<file path="config.mk">
export PLATFORM = sky130hd
export DESIGN_NAME = multicycle_ctrl_flat
export DESIGN_NICKNAME = d
export VERILOG_FILES = /design/src/rtl/multicycle_ctrl_pkg.sv /design/src/rtl/multicycle_ctrl_if.sv /design/src/rtl/multicycle_ctrl_alu_control.sv /design/src/rtl/multicycle_ctrl.sv /design/src/flat_wrapper.sv
export SDC_FILE = /design/constraint.sdc
export NUM_CORES = 1
export LEC_CHECK = 0
export ABC_AREA = 1
export BUFFER_PORTS_ARGS = -buffer_cell sky130_fd_sc_hd__buf_2
export CORE_AREA = 2 2 45 51
export DETAILED_ROUTE_END_ITERATION = 7
export DIE_AREA = 0 0 47 53
export GPL_ROUTABILITY_DRIVEN = 0
export PLACE_DENSITY = 0.66
export SLEW_MARGIN = 10
export SYNTH_ARGS = -nofsm -noshare
export SYNTH_HDL_FRONTEND = slang
export SYNTH_HIERARCHICAL = 1
export SYNTH_SLANG_ARGS = --single-unit
</file>
<file path="constraint.sdc">
create_clock -name clk -period 2.5 [get_ports clk]
set_clock_uncertainty 0.2 [all_clocks]
set_input_delay 0.75 -clock clk [delete_from_list [all_inputs] [get_ports clk]]
set_output_delay 0.75 -clock clk [all_outputs]
set_load 0.1 [all_outputs]
</file>
<file path="src/rtl/multicycle_ctrl_pkg.sv">
// multicycle_ctrl shared types: state codes, RV32I opcodes, ALU op codes,
// ALU B-select codes, control bundle and an illegal-instruction helper.
package multicycle_ctrl_pkg;

  typedef enum logic [2:0] {
    S_IF,
    S_ID,
    S_EX,
    S_MEM,
    S_WB,
    S_BR2,
    S_HALT
  } state_t;

  localparam logic [6:0] OPC_LOAD   = 7'b0000011;
  localparam logic [6:0] OPC_STORE  = 7'b0100011;
  localparam logic [6:0] OPC_OP     = 7'b0110011;
  localparam logic [6:0] OPC_OP_IMM = 7'b0010011;
  localparam logic [6:0] OPC_BRANCH = 7'b1100011;
  localparam logic [6:0] OPC_JAL    = 7'b1101111;
  localparam logic [6:0] OPC_JALR   = 7'b1100111;
  localparam logic [6:0] OPC_SYSTEM = 7'b1110011;

  localparam logic [2:0] ALU_ADD = 3'b000;
  localparam logic [2:0] ALU_SUB = 3'b001;
  localparam logic [2:0] ALU_SLL = 3'b010;
  localparam logic [2:0] ALU_XOR = 3'b011;
  localparam logic [2:0] ALU_OR  = 3'b100;
  localparam logic [2:0] ALU_AND = 3'b101;
  localparam logic [2:0] ALU_SRL = 3'b110;
  localparam logic [2:0] ALU_SRA = 3'b111;

  localparam logic [1:0] SRC_B_REG  = 2'b00;
  localparam logic [1:0] SRC_B_FOUR = 2'b01;
  localparam logic [1:0] SRC_B_IMM  = 2'b10;

  typedef struct packed {
    logic       pc_write;
    logic       iord;
    logic       mem_read;
    logic       mem_write;
    logic       ir_write;
    logic       mem_to_reg;
    logic       reg_write;
    logic       alu_src_a;
    logic [1:0] alu_src_b;
    logic       pc_source;
  } ctrl_t;

  localparam ctrl_t CTRL_IDLE = '0;

  // Branch funct3 010/011/110/111 all have bit 1 set; SLT/SLTU on
  // OP and OP-IMM are funct3 01x.
  function automatic logic instr_illegal(
    input logic [6:0] opc,
    input logic [2:0] f3
  );
    logic ill;
    ill = 1'b0;
    case (opc)
      OPC_OP, OPC_OP_IMM: ill = (f3[2:1] == 2'b01);
      OPC_BRANCH:         ill = f3[1];
      OPC_LOAD, OPC_STORE,
      OPC_JAL, OPC_JALR,
      OPC_SYSTEM:         ill = 1'b0;
      default:            ill = 1'b1;
    endcase
    return ill;
  endfunction

endpackage

</file>
<file path="src/rtl/multicycle_ctrl_if.sv">
// Controller <-> datapath bundle: IR fields, bcond and halt_req in;
// strobes, selects, alu_op and status out. master = controller side.
interface multicycle_ctrl_if;

  logic [6:0] opcode;
  logic [2:0] funct3;
  logic       funct7_5;
  logic       bcond;
  logic       halt_req;

  logic       pc_write;
  logic       iord;
  logic       mem_read;
  logic       mem_write;
  logic       ir_write;
  logic       mem_to_reg;
  logic       reg_write;
  logic       alu_src_a;
  logic [1:0] alu_src_b;
  logic       pc_source;
  logic [2:0] alu_op;
  logic       is_halted;
  logic       is_illegal;

  modport master (
    input  opcode, funct3, funct7_5, bcond, halt_req,
    output pc_write, iord, mem_read, mem_write,
    output ir_write, mem_to_reg, reg_write,
    output alu_src_a, alu_src_b, pc_source,
    output alu_op, is_halted, is_illegal
  );

  modport slave (
    output opcode, funct3, funct7_5, bcond, halt_req,
    input  pc_write, iord, mem_read, mem_write,
    input  ir_write, mem_to_reg, reg_write,
    input  alu_src_a, alu_src_b, pc_source,
    input  alu_op, is_halted, is_illegal
  );

endinterface

</file>
<file path="src/rtl/multicycle_ctrl_alu_control.sv">
// ALU op decode from state + IR fields. In: state, opcode, funct3,
// funct7_5. Out: alu_op (3-bit ALU encoding, ADD outside EX).
module multicycle_ctrl_alu_control
  import multicycle_ctrl_pkg::*;
(
  input  state_t     state,
  input  logic [6:0] opcode,
  input  logic [2:0] funct3,
  input  logic       funct7_5,
  output logic [2:0] alu_op
);

  logic       is_ex;
  logic       is_op;
  logic       is_opi;
  logic       is_br;
  logic [2:0] arith_op;
  logic [2:0] br_op;

  assign is_ex  = (state == S_EX);
  assign is_op  = (opcode == OPC_OP);
  assign is_opi = (opcode == OPC_OP_IMM);
  assign is_br  = (opcode == OPC_BRANCH);

  // OP-IMM bit 30 is immediate data for ADDI, so SUB is OP only.
  always_comb begin
    arith_op = ALU_ADD;
    case (funct3)
      3'b000:  arith_op = (funct7_5 && is_op) ? ALU_SUB : ALU_ADD;
      3'b001:  arith_op = ALU_SLL;
      3'b100:  arith_op = ALU_XOR;
      3'b101:  arith_op = funct7_5 ? ALU_SRA : ALU_SRL;
      3'b110:  arith_op = ALU_OR;
      3'b111:  arith_op = ALU_AND;
      default: arith_op = ALU_ADD;
    endcase
  end

  // The ALU's bcond logic reuses op codes for the compare kinds.
  always_comb begin
    br_op = ALU_ADD;
    case (funct3)
      3'b000:  br_op = ALU_ADD;
      3'b001:  br_op = ALU_SUB;
      3'b100:  br_op = ALU_SLL;
      3'b101:  br_op = ALU_XOR;
      default: br_op = ALU_ADD;
    endcase
  end

  always_comb begin
    alu_op = ALU_ADD;
    unique case (1'b1)
      is_ex && (is_op || is_opi): alu_op = arith_op;
      is_ex && is_br:             alu_op = br_op;
      default:                    alu_op = ALU_ADD;
    endcase
  end

endmodule

</file>
<file path="src/rtl/multicycle_ctrl.sv">
// Multi-cycle RV32I control FSM (IF/ID/EX/MEM/WB/BR2/HALT). Ports: clk,
// reset (sync, active-high), bus (multicycle_ctrl_if.master).
// Option: MC_CTRL_EARLY_BRANCH_TARGET_EN -> branch target in ID, taken
// branches retire in EX.
module multicycle_ctrl
  import multicycle_ctrl_pkg::*;
(
  input  logic              clk,
  input  logic              reset,
  multicycle_ctrl_if.master bus
);

  state_t     state_q;
  state_t     state_d;
  logic       ill_q;
  logic       ill_d;
  ctrl_t      ctl;
  ctrl_t      ctl_o;
  logic [2:0] alu_op_raw;
  logic       illegal;

  logic c_op;
  logic c_opi;
  logic c_ld;
  logic c_st;
  logic c_br;
  logic c_jal;
  logic c_jalr;
  logic c_sys;

  assign c_op   = (bus.opcode == OPC_OP);
  assign c_opi  = (bus.opcode == OPC_OP_IMM);
  assign c_ld   = (bus.opcode == OPC_LOAD);
  assign c_st   = (bus.opcode == OPC_STORE);
  assign c_br   = (bus.opcode == OPC_BRANCH);
  assign c_jal  = (bus.opcode == OPC_JAL);
  assign c_jalr = (bus.opcode == OPC_JALR);
  assign c_sys  = (bus.opcode == OPC_SYSTEM);

  assign illegal = instr_illegal(bus.opcode, bus.funct3);

  multicycle_ctrl_alu_control u_alu_control (
    .state    (state_q),
    .opcode   (bus.opcode),
    .funct3   (bus.funct3),
    .funct7_5 (bus.funct7_5),
    .alu_op   (alu_op_raw)
  );

  always_ff @(posedge clk) begin
    if (reset) begin
      state_q <= S_IF;
      ill_q   <= 1'b0;
    end else begin
      state_q <= state_d;
      ill_q   <= ill_d;
    end
  end

`ifndef MC_CTRL_EARLY_BRANCH_TARGET_EN
  // bcond is only meaningful while EX drives the compare; BR2 uses
  // this copy to pick PC+imm or PC+4.
  logic br_taken_q;

  always_ff @(posedge clk) begin
    if (reset)
      br_taken_q <= 1'b0;
    else if (state_q == S_EX)
      br_taken_q <= bus.bcond;
  end
`endif

  always_comb begin
    state_d = state_q;
    ill_d   = ill_q;
    ctl     = CTRL_IDLE;
    unique case (state_q)
      S_IF: begin
        ctl.mem_read = 1'b1;
        ctl.ir_write = 1'b1;
        state_d      = S_ID;
      end
      S_ID: begin
`ifdef MC_CTRL_EARLY_BRANCH_TARGET_EN
        ctl.alu_src_b = SRC_B_IMM;
`endif
        if (illegal) begin
          state_d = S_HALT;
          ill_d   = 1'b1;
        end else begin
          state_d = S_EX;
        end
      end
      S_EX: begin
        unique case (1'b1)
          c_op: begin
            ctl.alu_src_a = 1'b1;
            state_d       = S_WB;
          end
          c_opi: begin
            ctl.alu_src_a = 1'b1;
            ctl.alu_src_b = SRC_B_IMM;
            state_d       = S_WB;
          end
          c_ld, c_st: begin
            ctl.alu_src_a = 1'b1;
            ctl.alu_src_b = SRC_B_IMM;
            state_d       = S_MEM;
          end
          c_br: begin
            ctl.alu_src_a = 1'b1;
`ifdef MC_CTRL_EARLY_BRANCH_TARGET_EN
            if (bus.bcond) begin
              ctl.pc_write  = 1'b1;
              ctl.pc_source = 1'b1;
              state_d       = S_IF;
            end else begin
              state_d = S_BR2;
            end
`else
            state_d = S_BR2;
`endif
          end
          c_jal, c_jalr: begin
            ctl.alu_src_b = SRC_B_FOUR;
            state_d       = S_WB;
          end
          c_sys: begin
            ctl.alu_src_b = SRC_B_FOUR;
            if (bus.halt_req) begin
              state_d = S_HALT;
            end else begin
              ctl.pc_write = 1'b1;
              state_d      = S_IF;
            end
          end
          default: state_d = S_HALT;
        endcase
      end
      S_MEM: begin
        ctl.iord = 1'b1;
        if (c_st) begin
          ctl.mem_write = 1'b1;
          ctl.alu_src_b = SRC_B_FOUR;
          ctl.pc_write  = 1'b1;
          state_d       = S_IF;
        end else begin
          ctl.mem_read = 1'b1;
          state_d      = S_WB;
        end
      end
      S_WB: begin
        ctl.reg_write = 1'b1;
        ctl.pc_write  = 1'b1;
        state_d       = S_IF;
        unique case (1'b1)
          c_ld: begin
            ctl.mem_to_reg = 1'b1;
            ctl.alu_src_b  = SRC_B_FOUR;
          end
          c_jal: begin
            ctl.alu_src_b = SRC_B_IMM;
          end
          c_jalr: begin
            ctl.alu_src_a = 1'b1;
            ctl.alu_src_b = SRC_B_IMM;
          end
          default: ctl.alu_src_b = SRC_B_FOUR;
        endcase
      end
      S_BR2: begin
        ctl.pc_write = 1'b1;
`ifdef MC_CTRL_EARLY_BRANCH_TARGET_EN
        ctl.alu_src_b = SRC_B_FOUR;
`else
        ctl.alu_src_b = br_taken_q ? SRC_B_IMM : SRC_B_FOUR;
`endif
        state_d = S_IF;
      end
      S_HALT: state_d = S_HALT;
      default: state_d = S_IF;
    endcase
  end

  // Reset overrides the state decode so nothing fires in that cycle.
  assign ctl_o = reset ? CTRL_IDLE : ctl;

  assign bus.pc_write   = ctl_o.pc_write;
  assign bus.iord       = ctl_o.iord;
  assign bus.mem_read   = ctl_o.mem_read;
  assign bus.mem_write  = ctl_o.mem_write;
  assign bus.ir_write   = ctl_o.ir_write;
  assign bus.mem_to_reg = ctl_o.mem_to_reg;
  assign bus.reg_write  = ctl_o.reg_write;
  assign bus.alu_src_a  = ctl_o.alu_src_a;
  assign bus.alu_src_b  = ctl_o.alu_src_b;
  assign bus.pc_source  = ctl_o.pc_source;
  assign bus.alu_op     = reset ? ALU_ADD : alu_op_raw;
  assign bus.is_halted  = !reset && (state_q == S_HALT);
  assign bus.is_illegal = !reset && ill_q;

endmodule

</file>
<file path="src/flat_wrapper.sv">
// flat-port wrapper written by rule: the top's interface ports become plain ports
module multicycle_ctrl_flat import multicycle_ctrl_pkg::*;
  (clk, reset, bus_opcode, bus_funct3, bus_funct7_5, bus_bcond, bus_halt_req, bus_pc_write, bus_iord, bus_mem_read, bus_mem_write, bus_ir_write, bus_mem_to_reg, bus_reg_write, bus_alu_src_a, bus_alu_src_b, bus_pc_source, bus_alu_op, bus_is_halted, bus_is_illegal);
  multicycle_ctrl_if bus_i ();
  input  logic clk;
  input  logic reset;
  input wire logic [$bits(bus_i.opcode)-1:0] bus_opcode;
  input wire logic [$bits(bus_i.funct3)-1:0] bus_funct3;
  input wire logic [$bits(bus_i.funct7_5)-1:0] bus_funct7_5;
  input wire logic [$bits(bus_i.bcond)-1:0] bus_bcond;
  input wire logic [$bits(bus_i.halt_req)-1:0] bus_halt_req;
  output wire logic [$bits(bus_i.pc_write)-1:0] bus_pc_write;
  output wire logic [$bits(bus_i.iord)-1:0] bus_iord;
  output wire logic [$bits(bus_i.mem_read)-1:0] bus_mem_read;
  output wire logic [$bits(bus_i.mem_write)-1:0] bus_mem_write;
  output wire logic [$bits(bus_i.ir_write)-1:0] bus_ir_write;
  output wire logic [$bits(bus_i.mem_to_reg)-1:0] bus_mem_to_reg;
  output wire logic [$bits(bus_i.reg_write)-1:0] bus_reg_write;
  output wire logic [$bits(bus_i.alu_src_a)-1:0] bus_alu_src_a;
  output wire logic [$bits(bus_i.alu_src_b)-1:0] bus_alu_src_b;
  output wire logic [$bits(bus_i.pc_source)-1:0] bus_pc_source;
  output wire logic [$bits(bus_i.alu_op)-1:0] bus_alu_op;
  output wire logic [$bits(bus_i.is_halted)-1:0] bus_is_halted;
  output wire logic [$bits(bus_i.is_illegal)-1:0] bus_is_illegal;
  assign bus_i.opcode = bus_opcode;
  assign bus_i.funct3 = bus_funct3;
  assign bus_i.funct7_5 = bus_funct7_5;
  assign bus_i.bcond = bus_bcond;
  assign bus_i.halt_req = bus_halt_req;
  assign bus_pc_write = bus_i.pc_write;
  assign bus_iord = bus_i.iord;
  assign bus_mem_read = bus_i.mem_read;
  assign bus_mem_write = bus_i.mem_write;
  assign bus_ir_write = bus_i.ir_write;
  assign bus_mem_to_reg = bus_i.mem_to_reg;
  assign bus_reg_write = bus_i.reg_write;
  assign bus_alu_src_a = bus_i.alu_src_a;
  assign bus_alu_src_b = bus_i.alu_src_b;
  assign bus_pc_source = bus_i.pc_source;
  assign bus_alu_op = bus_i.alu_op;
  assign bus_is_halted = bus_i.is_halted;
  assign bus_is_illegal = bus_i.is_illegal;
  multicycle_ctrl u_core (.clk(clk), .reset(reset), .bus(bus_i));
endmodule
</file>
* Word-level counts from Yosys, hierarchy flattened
Index checks and enable logic that the tools add are counted.
** Operators by class
- Equal/unequal tests :: 20
- Mux-type cells :: 32
- Reduce and logical (&&, ||, !) cells :: 19
** Operators by type and width (count)
- $eq 7x7->1 const B :: 4
- $eq 3x3->1 const B :: 7
- $pmux 3 s6 :: 1
- $pmux 3 s5 :: 1
- $eq 7x6->1 const B :: 2
- $mux 1 :: 13
- $mux 3 :: 4
- $pmux 3 s4 :: 1
- $mux 11 :: 1
- $reduce_or 5->1 :: 2
- $pmux 2 s4 :: 1
- $reduce_or 2->1 :: 4
- $eq 7x2->1 const B :: 1
- $eq 7x5->1 const B :: 1
- $eq 3x1->1 const B :: 2
- $eq 3x2->1 const B :: 2
- $logic_not 3->1 :: 2
- $mux 2 :: 3
- $pmux 1 s3 :: 2
- $pmux 2 s3 :: 1
- $pmux 3 s2 :: 1
- $reduce_or 3->1 :: 2
- $logic_and 1x1->1 :: 5
- $pmux 1 s2 :: 2
- other kinds (6) :: 6
** Storage, ports and cells
- Register bits after elaboration :: 5
- Input bits :: 15
- Output and inout bits :: 16

* Logic depth before layout (Yosys ltp)
Gate-level depths: netlist of the first run.
- Depth after elaboration :: 6
- Gate-level depth with buffers :: 11
- Depth with buffers taken out :: 11

* Cells and area by module
Netlist of the first run, hierarchy kept.
** Modules (own cells, without submodules)
- multicycle_ctrl :: times used 1, cells an instance 110, area each 611.8 µm², sequential area each 100.1 µm²
- multicycle_ctrl_alu_control :: times used 1, cells an instance 36, area each 152.6 µm², sequential area each 0.0 µm²

* Worst setup path before layout of the first run
Ideal clock, no wire load.
- Kind :: input to output
- Start point :: in reset
- End point :: out bus_mem_read
- Data arrival time :: 3884 ps
- Required time :: 1550 ps
- Path slack :: -2334 ps
- Cell stages on the path :: 4
- Buffers on the path :: 1
- Cells stage by stage :: buf_4 > nor2_1 > inv_1 > o22ai_1
** On the way
- Longest elaborated chain between the ends :: 1
** Ends and longest elaborated chain
- start: declaration :: RTL line flat_wrapper.sv:6 : input logic reset;
- $mux 11 :: RTL line multicycle_ctrl.sv:186 : assign ctl_o = reset ? CTRL_IDLE : ctl;
- end: declaration :: RTL line flat_wrapper.sv:14 : output wire logic [$bits(bus_i.mem_read)-1:0] bus_mem_read;
Every way passes these cells.

* Final worst setup path of the first run
- Start point :: in bus_funct3[2]
- End point :: out bus_alu_op[0]
** On the way
- Longest elaborated chain between the ends :: 4
** Ends and longest elaborated chain
- start: declaration :: RTL line flat_wrapper.sv:8 : input wire logic [$bits(bus_i.funct3)-1:0] bus_funct3;
- $eq 3x3->1 (tied with other cells) :: RTL line multicycle_ctrl_alu_control.sv:28 : case (funct3)
- $pmux 3 s6 / $pmux 2 s3 (equally long branches) :: RTL line multicycle_ctrl_alu_control.sv:28, multicycle_ctrl_alu_control.sv:42
- $pmux 3 s2 (*) :: RTL line multicycle_ctrl_alu_control.sv:53 : unique case (1'b1)
- net u_core.alu_op_raw[0] :: RTL line multicycle_ctrl.sv:19 : logic [2:0] alu_op_raw;
- $mux 3 (*) :: RTL line multicycle_ctrl.sv:198 : assign bus.alu_op = reset ? ALU_ADD : alu_op_raw;
- end: declaration :: RTL line flat_wrapper.sv:22 : output wire logic [$bits(bus_i.alu_op)-1:0] bus_alu_op;
The timed path passes the listed nets; every way through them passes the cells marked *.

==> reports/qor.csv, run 1 <==
metric,value,unit
status,"complete, but fails checks",
violations,setup timing,
grt_first_pass_wirelength,6400,um
multi_input_area,836,um^2
area_growth,142,%
drc,0,
num_vias,1433,
die_height,53,um
finalWorstSetupSlack,-0.373,ns
peakVddDrop,0.405,mV
path_max_fanout,4,
initial_core_util,0.391,
io_buffers,29,
fmax,348,MHz
p_total,1150,uW
rows,17,
clock-sinks,5,
cts_buffer_depth,2,
syn_nets,161,
grt_max_degree,10,
clock_tree.root_cell,clkbuf_4,
coreArea,1960,um^2
final_area,1850,um^2
cts_max_level,1,
min_period,2.87,ns
fp.dieW,47,um
synth_edf_count,0,
critPathKind,input pin to output pin,
grt.total_usage,0.366,
synth_common_cells,"37 x nand2_1, 30 x inv_1, 22 x nor2_1, 7 x nand3_1",
r2r_start,u_core/state_q[2]$_SDFF_PP0_,
diodes,0,
yosysUniqueCellTypes,26,
regArea,104,um^2
r2r_slack,0.94,ns
cts_tree,done,
synthCells,146,
synthTopCellsByArea,"nand2_1 18%, inv_1 15%, dfxtp_1 13%, nor2_1 11%, nand3_1 4.6%",
wl_per_cell,21.0,um
endpoint_kind,output pin,
drtIter0Drc,104,
arrival,1.92,ns
first_pass_iters,7,
hold_path_class,register to register,
clkLatencyLatePin,0.27,ns
p_leak,0.000891,uW
yosysTopAreaCellShare,0.182,
dpl-instance-area,1550,um^2
endpoint,bus_alu_op[0],
grt_setup_unrepaired,true,
avgSynthCellArea,5.24,um^2
r2r-end,u_core/state_q[2]$_SDFF_PP0_,
drv_slew,0,
synth_flop_cell,dfxtp_1,
finalHoldViolCount,0,
ant_nets,0,
hold_buffers,0,
hpwl,2050,um
required,1.55,ns
yosys_warnings,6,
nFillCells,56,
min_period_over_period,1.15,
cts_buffers,3,
syn_area,764,um^2
worstMarginPinSlew,0.512,ns
ys_ff_latch,5,
p_per_area,622,nW/um^2
yosysTopAreaCell,nand2_1,
rr_worst_depth,7,
dieArea,2490,um^2
slew_headroom,0.656,
gr-total-overflow,0,
async_flop_share,0,
ios,31,
drive_gt1_frac,0.647,
crit_path_start_kind,input pin,
grt_antenna_before_repair,0,
crit_start,bus_funct3[2],
clkTransAtPathRegs,0.04,ns
grt_pass1_vias,1378,
routed_wl,4940,um
ys_seq_area_frac,0.131,
synth.most_common_cell,nand2_1,
setup_violations,10,
maxCapViolCount,0,
nNetsFinal,223,
routed_via_density,6.10,
## where the power goes
part	switching, uW	internal [uW]
Sequential	52.5	117
Clock	44.8	61.1
Combinational	581	296
Total	679	474
## worst min path at each step
stage | start | end | slack (ns) | cells after the start
CTS | u_core/br_taken_q$_SDFFE_PP0P_ | u_core/br_taken_q$_SDFFE_PP0P_ | 0.30 | 2
detailed placement | u_core/br_taken_q$_SDFFE_PP0P_ | u_core/br_taken_q$_SDFFE_PP0P_ | 0.28 | 2
floorplan | u_core/br_taken_q$_SDFFE_PP0P_ | u_core/br_taken_q$_SDFFE_PP0P_ | 0.24 | 2
global route | u_core/br_taken_q$_SDFFE_PP0P_ | u_core/br_taken_q$_SDFFE_PP0P_ | 0.36 | 2
finish | u_core/ill_q$_SDFFE_PP0P_ | u_core/ill_q$_SDFFE_PP0P_ | 0.35 | 2
global placement | u_core/br_taken_q$_SDFFE_PP0P_ | u_core/br_taken_q$_SDFFE_PP0P_ | 0.26 | 2
## layer usage
layer	up-vias	share of wire	global-route usage
li1	573	-	-
met4	0	0.10	0.264
met3	68	0.10	0.0751
met5	-	0	0
met1	643	0.32	0.392
met2	149	0.48	0.612
## through the flow
stage	hold WS [ns]	util	cells	setup TNS (ns)	setup WS [ns]
floorplan	0.244	-	146	-3.37	-0.553
finish	0.355	0.946	235	-2.60	-0.373
CTS	0.301	0.902	234	-1.55	-0.275
detailed placement	0.275	0.794	223	-2.84	-0.356
global placement	0.263	0.794	223	-2.59	-0.341
global route	0.361	0.946	235	-2.85	-0.383
## worst max-delay path, cell delays in order
cell and delay [ns]:
buf_2 0.14, inv_1 0.09, a21oi_1 0.16, o21ai_0 0.14, nand2_1 0.11, nand2_1 0.09, nand2_2 0.09, inv_2 0.04
nor2_4 0.11, buf_12 0.18
## flip-flops by register name, summed over array words and instances (netlist names)
signal	flops
u_core/ill_q	1
u_core/br_taken_q	1
u_core/state_q	3
## cells by family after synthesis
logic type,count (synthesis),share of synthesized area
buffers and inverters,35,0.182
AOI/OAI and AO/OA,18,0.142
other,1,0.00491
and+or+nand+nor,87,0.540
DFF,5,0.131
## repair_timing
action                     4_1_cts  5_1_grt
resized for setup               40       24
setup buffers                    8        2
setup endpoints to repair       10       15
cloned                           0        0
pin swaps                       20        7
## cell type report
class,count,area share
Sequential cell,5,0.0561
Inverter,32,0.0865
Tap cell,28,0.0189
Multi-Input combinational cell,106,0.451
Timing Repair Buffer,60,0.373
Clock buffer,4,0.0142
## cells in the final DEF, fill, tap and decap left out, drive strengths merged
cell | Yosys | final
nor3b | 1 | 1
o21ai | 6 | 6
a31oi | 2 | 2
nand3 | 9 | 9
buf | 2 | 60
inv | 32 | 31
o22ai | 1 | 1
clkbuf | 1 | 4
conb | 1 | 1
o311ai | 1 | 1
a22oi | 1 | 1
o31ai | 1 | 1
nor2 | 27 | 27
dfxtp | 5 | 5
nand2 | 42 | 42
a21oi | 5 | 5
nor3 | 6 | 6
a21boi | 1 | 1
nand4 | 2 | 2
clkinvlp | 0 | 1
Power figures use the tool's default switching activity.
==> run 2, diff against run 1 <==
==> constraint.sdc (replaced) <==
create_clock -name clk -period 2.5 [get_ports clk]
set_clock_uncertainty 0.2 [all_clocks]
set_input_delay 0.25 -clock clk [delete_from_list [all_inputs] [get_ports clk]]
set_output_delay 0.25 -clock clk [all_outputs]
set_load 0.1 [all_outputs]
==> reports/qor.csv, run 2 (synthesis results as in run 1) <==
metric,value,unit,change
status,finished clean,,"was complete, but fails checks"
clkTransAtPathRegs,0.06,ns,was 0.04 ns
hpwl,1680,um,was 2050 um
first_pass_iters,4,,was 7
grt_antenna_before_repair,0,,unchanged
io_buffers,29,,unchanged
num_vias,967,,"was 1,433"
routed_via_density,4.74,,was 6.10
hold_path_class,input pin to register,,was register to register
drtIter0Drc,17,,was 104
clock_tree.root_cell,clkbuf_4,,unchanged
wl_per_cell,9.76,um,was 21.0 um
hold_slack,0.0756,ns,was 0.355 ns
layout_commonest_cell,nand2_1,,unchanged
peakVddDrop,0.514,mV,was 0.405 mV
finalHoldViolCount,0,,unchanged
maxCapViolCount,0,,unchanged
critPathKind,register to output pin,,was input pin to output pin
ios,31,,unchanged
p_per_area,768,nW/um^2,was 622 nW/um^2
grt_first_pass_wirelength,3440,um,was 6400 um
finalWorstSetupSlack,0.175,ns,was -0.373 ns
utilization,0.513,,was 0.946
cts_buffer_depth,2,,unchanged
grt.total_usage,0.187,,was 0.366
drive_gt1_frac,0.335,,was 0.647
gr-total-overflow,0,,unchanged
min_period_over_period,0.930,,was 1.15
ant_nets,0,,unchanged
endpoint_kind,output pin,,unchanged
clock-sinks,5,,unchanged
layout_common_cells,"37 x nand2_1, 30 x inv_1, 29 x buf_2, 17 x nor2_1",,"was 26 x nand2_1, 25 x buf_4, 17 x buf_12, 16 x inv_1, 14 x nor2_4"
nNetsFinal,192,,was 223
area_growth,31.3,%,was 142%
hold_buffers,0,,unchanged
largest_reg_flops,3,,unchanged
post_cts_buffers,0,,was 8
grt_setup_unrepaired,false,,was true
path_max_fanout,8,,was 4
p_leak,0.000577,uW,was 0.000891 uW
setup_violations,0,,was 10
required,2.05,ns,was 1.55 ns
clkLatencyLatePin,0.26,ns,was 0.27 ns
grt_pass1_vias,895,,"was 1,378"
crit_path_start_kind,register,,was input pin
arrival,1.88,ns,was 1.92 ns
cts.repair.resized,0,,was 40
reg_top3,"u_core/state_q (3), u_core/br_taken_q (1), u_core/ill_q (1)",,unchanged
final_area,1000,um^2,was 1850 um^2
dpl-instance-area,977,um^2,was 1550 um^2
coreArea,1960,um^2,unchanged
dieArea,2490,um^2,unchanged
drc,0,,unchanged
cts_tree,done,,unchanged
cts_max_level,1,,unchanged
grt_max_degree,18,,was 10
place_ws,0.330,ns,was -0.356 ns
fmax,430,MHz,was 348 MHz
initial_core_util,0.391,,unchanged
die_height,53,um,unchanged
fp.dieW,47,um,unchanged
routed_wl,1990,um,was 4940 um
largest_register,u_core/state_q,,unchanged
drv_slew,0,,unchanged
min_period,2.33,ns,was 2.87 ns
p_total,771,uW,was 1150 uW
diodes,0,,unchanged
cts_buffers,3,,unchanged
rows,17,,unchanged
-- run 2: layout make-up --
cell class | instances | area, um^2
Inverter | 32 | 120
Clock buffer | 4 | 26.3
Timing Repair Buffer | 29 | 145
Tap cell | 28 | 35.0
Sequential cell | 5 | 100
Multi-Input combinational cell | 106 | 577
Fill cell | 233 | 953
-- run 2: path summary, 6_finish.rpt --
path	start	end	cells after the start	slack, ns
worst max-delay path	u_core/state_q[2]$_SDFF_PP0_	bus_alu_src_b[1]	5	0.17
worst max register to register	u_core/state_q[2]$_SDFF_PP0_	u_core/state_q[2]$_SDFF_PP0_	7	1.04
worst min-delay path	bus_bcond	u_core/br_taken_q$_SDFFE_PP0P_	3	0.08
worst min register to register	u_core/ill_q$_SDFFE_PP0P_	u_core/ill_q$_SDFFE_PP0P_	2	0.26
-- run 2: layer usage --
layer,GRT usage,wire length (um)
met1,0.216,835
met2,0.347,1060
met3,0.0410,96
met4,0.0278,0
met5,0,0
-- run 2: through the flow --
stage,TNS (ns),cells
finish,0,204
global route,0,204
CTS,0,204
detailed placement,0,200
global placement,0,200
floorplan,-0.179,146
-- run 2: worst max-delay path, stage by stage (launching register included) --
cell and delay [ns]:
dfxtp_1 0.50, inv_1 0.12, nor3_1 0.28, nand2_1 0.11
a31oi_2 0.18, buf_2 0.44
-- run 2: where the power goes --
| group | total [uW] | internal [uW] | leakage [uW] | switching, uW |
|---|---|---|---|---|
| clock network | 103 | 60.9 | 0.0000150 | 41.8 |
| registers | 151 | 112 | 0.0000412 | 39.7 |
| logic | 517 | 110 | 0.000521 | 407 |
==> run 3, diff against run 2 <==
--- a/config.mk
+++ b/config.mk
@@ -7,11 +7,13 @@
 export LEC_CHECK = 0
 export ABC_AREA = 1
 export BUFFER_PORTS_ARGS = -buffer_cell sky130_fd_sc_hd__buf_2
-export CORE_AREA = 2 2 45 51
+export CELL_PAD_IN_SITES_DETAIL_PLACEMENT = 2
+export CELL_PAD_IN_SITES_GLOBAL_PLACEMENT = 2
+export CORE_AREA = 2 2 60 67
 export DETAILED_ROUTE_END_ITERATION = 7
-export DIE_AREA = 0 0 47 53
+export DIE_AREA = 0 0 62 69
 export GPL_ROUTABILITY_DRIVEN = 0
-export PLACE_DENSITY = 0.66
+export PLACE_DENSITY_LB_ADDON = 0.1
 export SLEW_MARGIN = 10
 export SYNTH_ARGS = -nofsm -noshare
 export SYNTH_HDL_FRONTEND = slang
==> reports/qor.csv, run 3 (synthesis results as in run 1) <==
metric,value,unit,change
seq_power_share,0.181,,was 0.196
hold_buffers,0,,unchanged
r2r_start,u_core/state_q[2]$_SDFF_PP0_,,unchanged
cts_buffer_depth,2,,unchanged
place_inst,222,,was 200
min_period_over_period,0.942,,was 0.930
hold_path_class,input pin to register,,unchanged
r2r-end,u_core/state_q[2]$_SDFF_PP0_,,unchanged
ios,31,,unchanged
r2r_slack,0.97,ns,was 1.04 ns
final_area,1050,um^2,was 1000 um^2
first_pass_iters,4,,unchanged
largest_reg_flops,3,,unchanged
finalHoldViolCount,0,,unchanged
place_ws,0.301,ns,was 0.330 ns
maxCapViolCount,0,,unchanged
cts_max_level,1,,unchanged
wl_per_cell,12.0,um,was 9.76 um
critPathKind,register to output pin,,unchanged
hold_end,u_core/br_taken_q$_SDFFE_PP0P_,,unchanged
finalWorstSetupSlack,0.145,ns,was 0.175 ns
area_growth,37.6,%,was 31.3%
min_period,2.35,ns,was 2.33 ns
path_max_fanout,5,,was 8
die_height,69,um,was 53 um
grt_pass1_vias,1023,,was 895
post_cts_buffers,0,,unchanged
coreArea,3600,um^2,was 1960 um^2
drc,0,,unchanged
io_buffers,29,,unchanged
min_path_cells,3,,unchanged
utilization,0.293,,was 0.513
routed_via_density,4.32,,was 4.74
comb_power_share,0.637,,was 0.671
grt_first_pass_wirelength,4520,um,was 3440 um
grt_max_degree,18,,unchanged
layout_commonest_cell,nand2_1,,unchanged
drive_gt1_frac,0.335,,unchanged
clock_tree.root_cell,clkbuf_8,,was clkbuf_4
drv_slew,0,,unchanged
endpoint_kind,output pin,,unchanged
crit_path_start_kind,register,,unchanged
largest_register,u_core/state_q,,unchanged
rows,23,,was 17
layoutNonFillerInstCount,226,,was 204
gr-total-overflow,0,,unchanged
layout_common_cells,"37 x nand2_1, 30 x inv_1, 28 x buf_2, 17 x nor2_1",,"was 37 x nand2_1, 30 x inv_1, 29 x buf_2, 17 x nor2_1"
required,2.05,ns,about the same
num_vias,976,,was 967
reg_top3,"u_core/state_q (3), u_core/br_taken_q (1), u_core/ill_q (1)",,unchanged
clkTransAtPathRegs,0.04,ns,was 0.06 ns
cts_tree,done,,unchanged
arrival,1.90,ns,was 1.88 ns
clock_power_share,0.182,,was 0.133
clkLatencyLatePin,0.22,ns,was 0.26 ns
status,finished clean,,unchanged
fmax,425,MHz,was 430 MHz
switchingPower,507,uW,was 488 uW
grt.total_usage,0.136,,was 0.187
grt_setup_unrepaired,false,,unchanged
peakVddDrop,0.164,mV,was 0.514 mV
grt_antenna_before_repair,0,,unchanged
p_leak,0.000585,uW,was 0.000577 uW
internal_power,334,uW,was 282 uW
nNetsFinal,192,,unchanged
initial_core_util,0.213,,was 0.391
switching_share,0.603,,was 0.634
cts_buffers,3,,unchanged
p_per_area,799,nW/um^2,was 768 nW/um^2
drtIter0Drc,10,,was 17
hpwl,2330,um,was 1680 um
routed_wl,2710,um,was 1990 um
min-delay-start,bus_bcond,,unchanged
ant_nets,0,,unchanged
hold_slack,0.111,ns,was 0.0756 ns
dpl-instance-area,1000,um^2,was 977 um^2
clock-sinks,5,,unchanged
rr_worst_depth,7,,unchanged
fp.dieW,62,um,was 47 um
diodes,0,,unchanged
setup_violations,0,,unchanged
dieArea,4280,um^2,was 2490 um^2
run 3: changes by cell type in the layout (fill, tap and decap cells not counted), sizes merged:
cell / change
buf: -1
clkbuf: +1
run 3: timing repair:
action                     CTS  global route
resized for setup            0             1
setup endpoints to repair    0             1
hold endpoints to repair     0             0
run 3: worst max-delay path by stage:
stage | startpoint | to | slack, ns | depth (start not counted)
after floorplan | u_core/state_q[1]$_SDFF_PP0_ | bus_mem_read | -0.17 | 6
after global placement | u_core/state_q[1]$_SDFF_PP0_ | bus_alu_src_b[0] | 0.37 | 7
after detailed placement | bus_opcode[3] | bus_pc_write | 0.30 | 11
after CTS | u_core/state_q[1]$_SDFF_PP0_ | bus_alu_src_b[0] | 0.09 | 7
after global routing | u_core/state_q[1]$_SDFF_PP0_ | bus_alu_src_b[1] | 0.003 | 7
final | u_core/state_q[1]$_SDFF_PP0_ | bus_alu_src_b[1] | 0.15 | 7
run 3: through the flow:
step | total power [uW] | TNS, ns
after floorplan | 582 | -0.179
after global placement | 687 | 0
after detailed placement | 692 | 0
after CTS | 852 | 0
after global routing | 900 | 0
final | 841 | 0
run 3: cell type report:
type,instances,area (um^2)
multi-input cells,106,577
flip-flops and latches,5,100
inverters,32,120
fillers,483,2540
well taps,50,62.6
repair buffers,29,148
clock buffers,4,45.0
run 3: critical path: stages (launching register included):
cell and delay [ns]:
dfxtp_1 0.40, inv_2 0.08, nor2_2 0.14, nand2_1 0.19
inv_1 0.16, nand4_1 0.13, a31oi_2 0.15, buf_2 0.44
run 3: power by group through the flow:
stage / registers (uW) / clock network, uW / logic, uW
finish: 152 / 153 / 535
detailed placement: 152 / 0 / 539
global placement: 151 / 0 / 536
global route: 158 / 163 / 579
CTS: 152 / 157 / 543
floorplan: 143 / 0 / 440
run 3: layer usage:
metal	up-vias	GRT usage	share of wire
met3	2	0.0169	0.042
met4	0	0.0426	0.0088
met2	18	0.242	0.52
met1	447	0.161	0.43
met5	-	0	0
li1	509	-	-
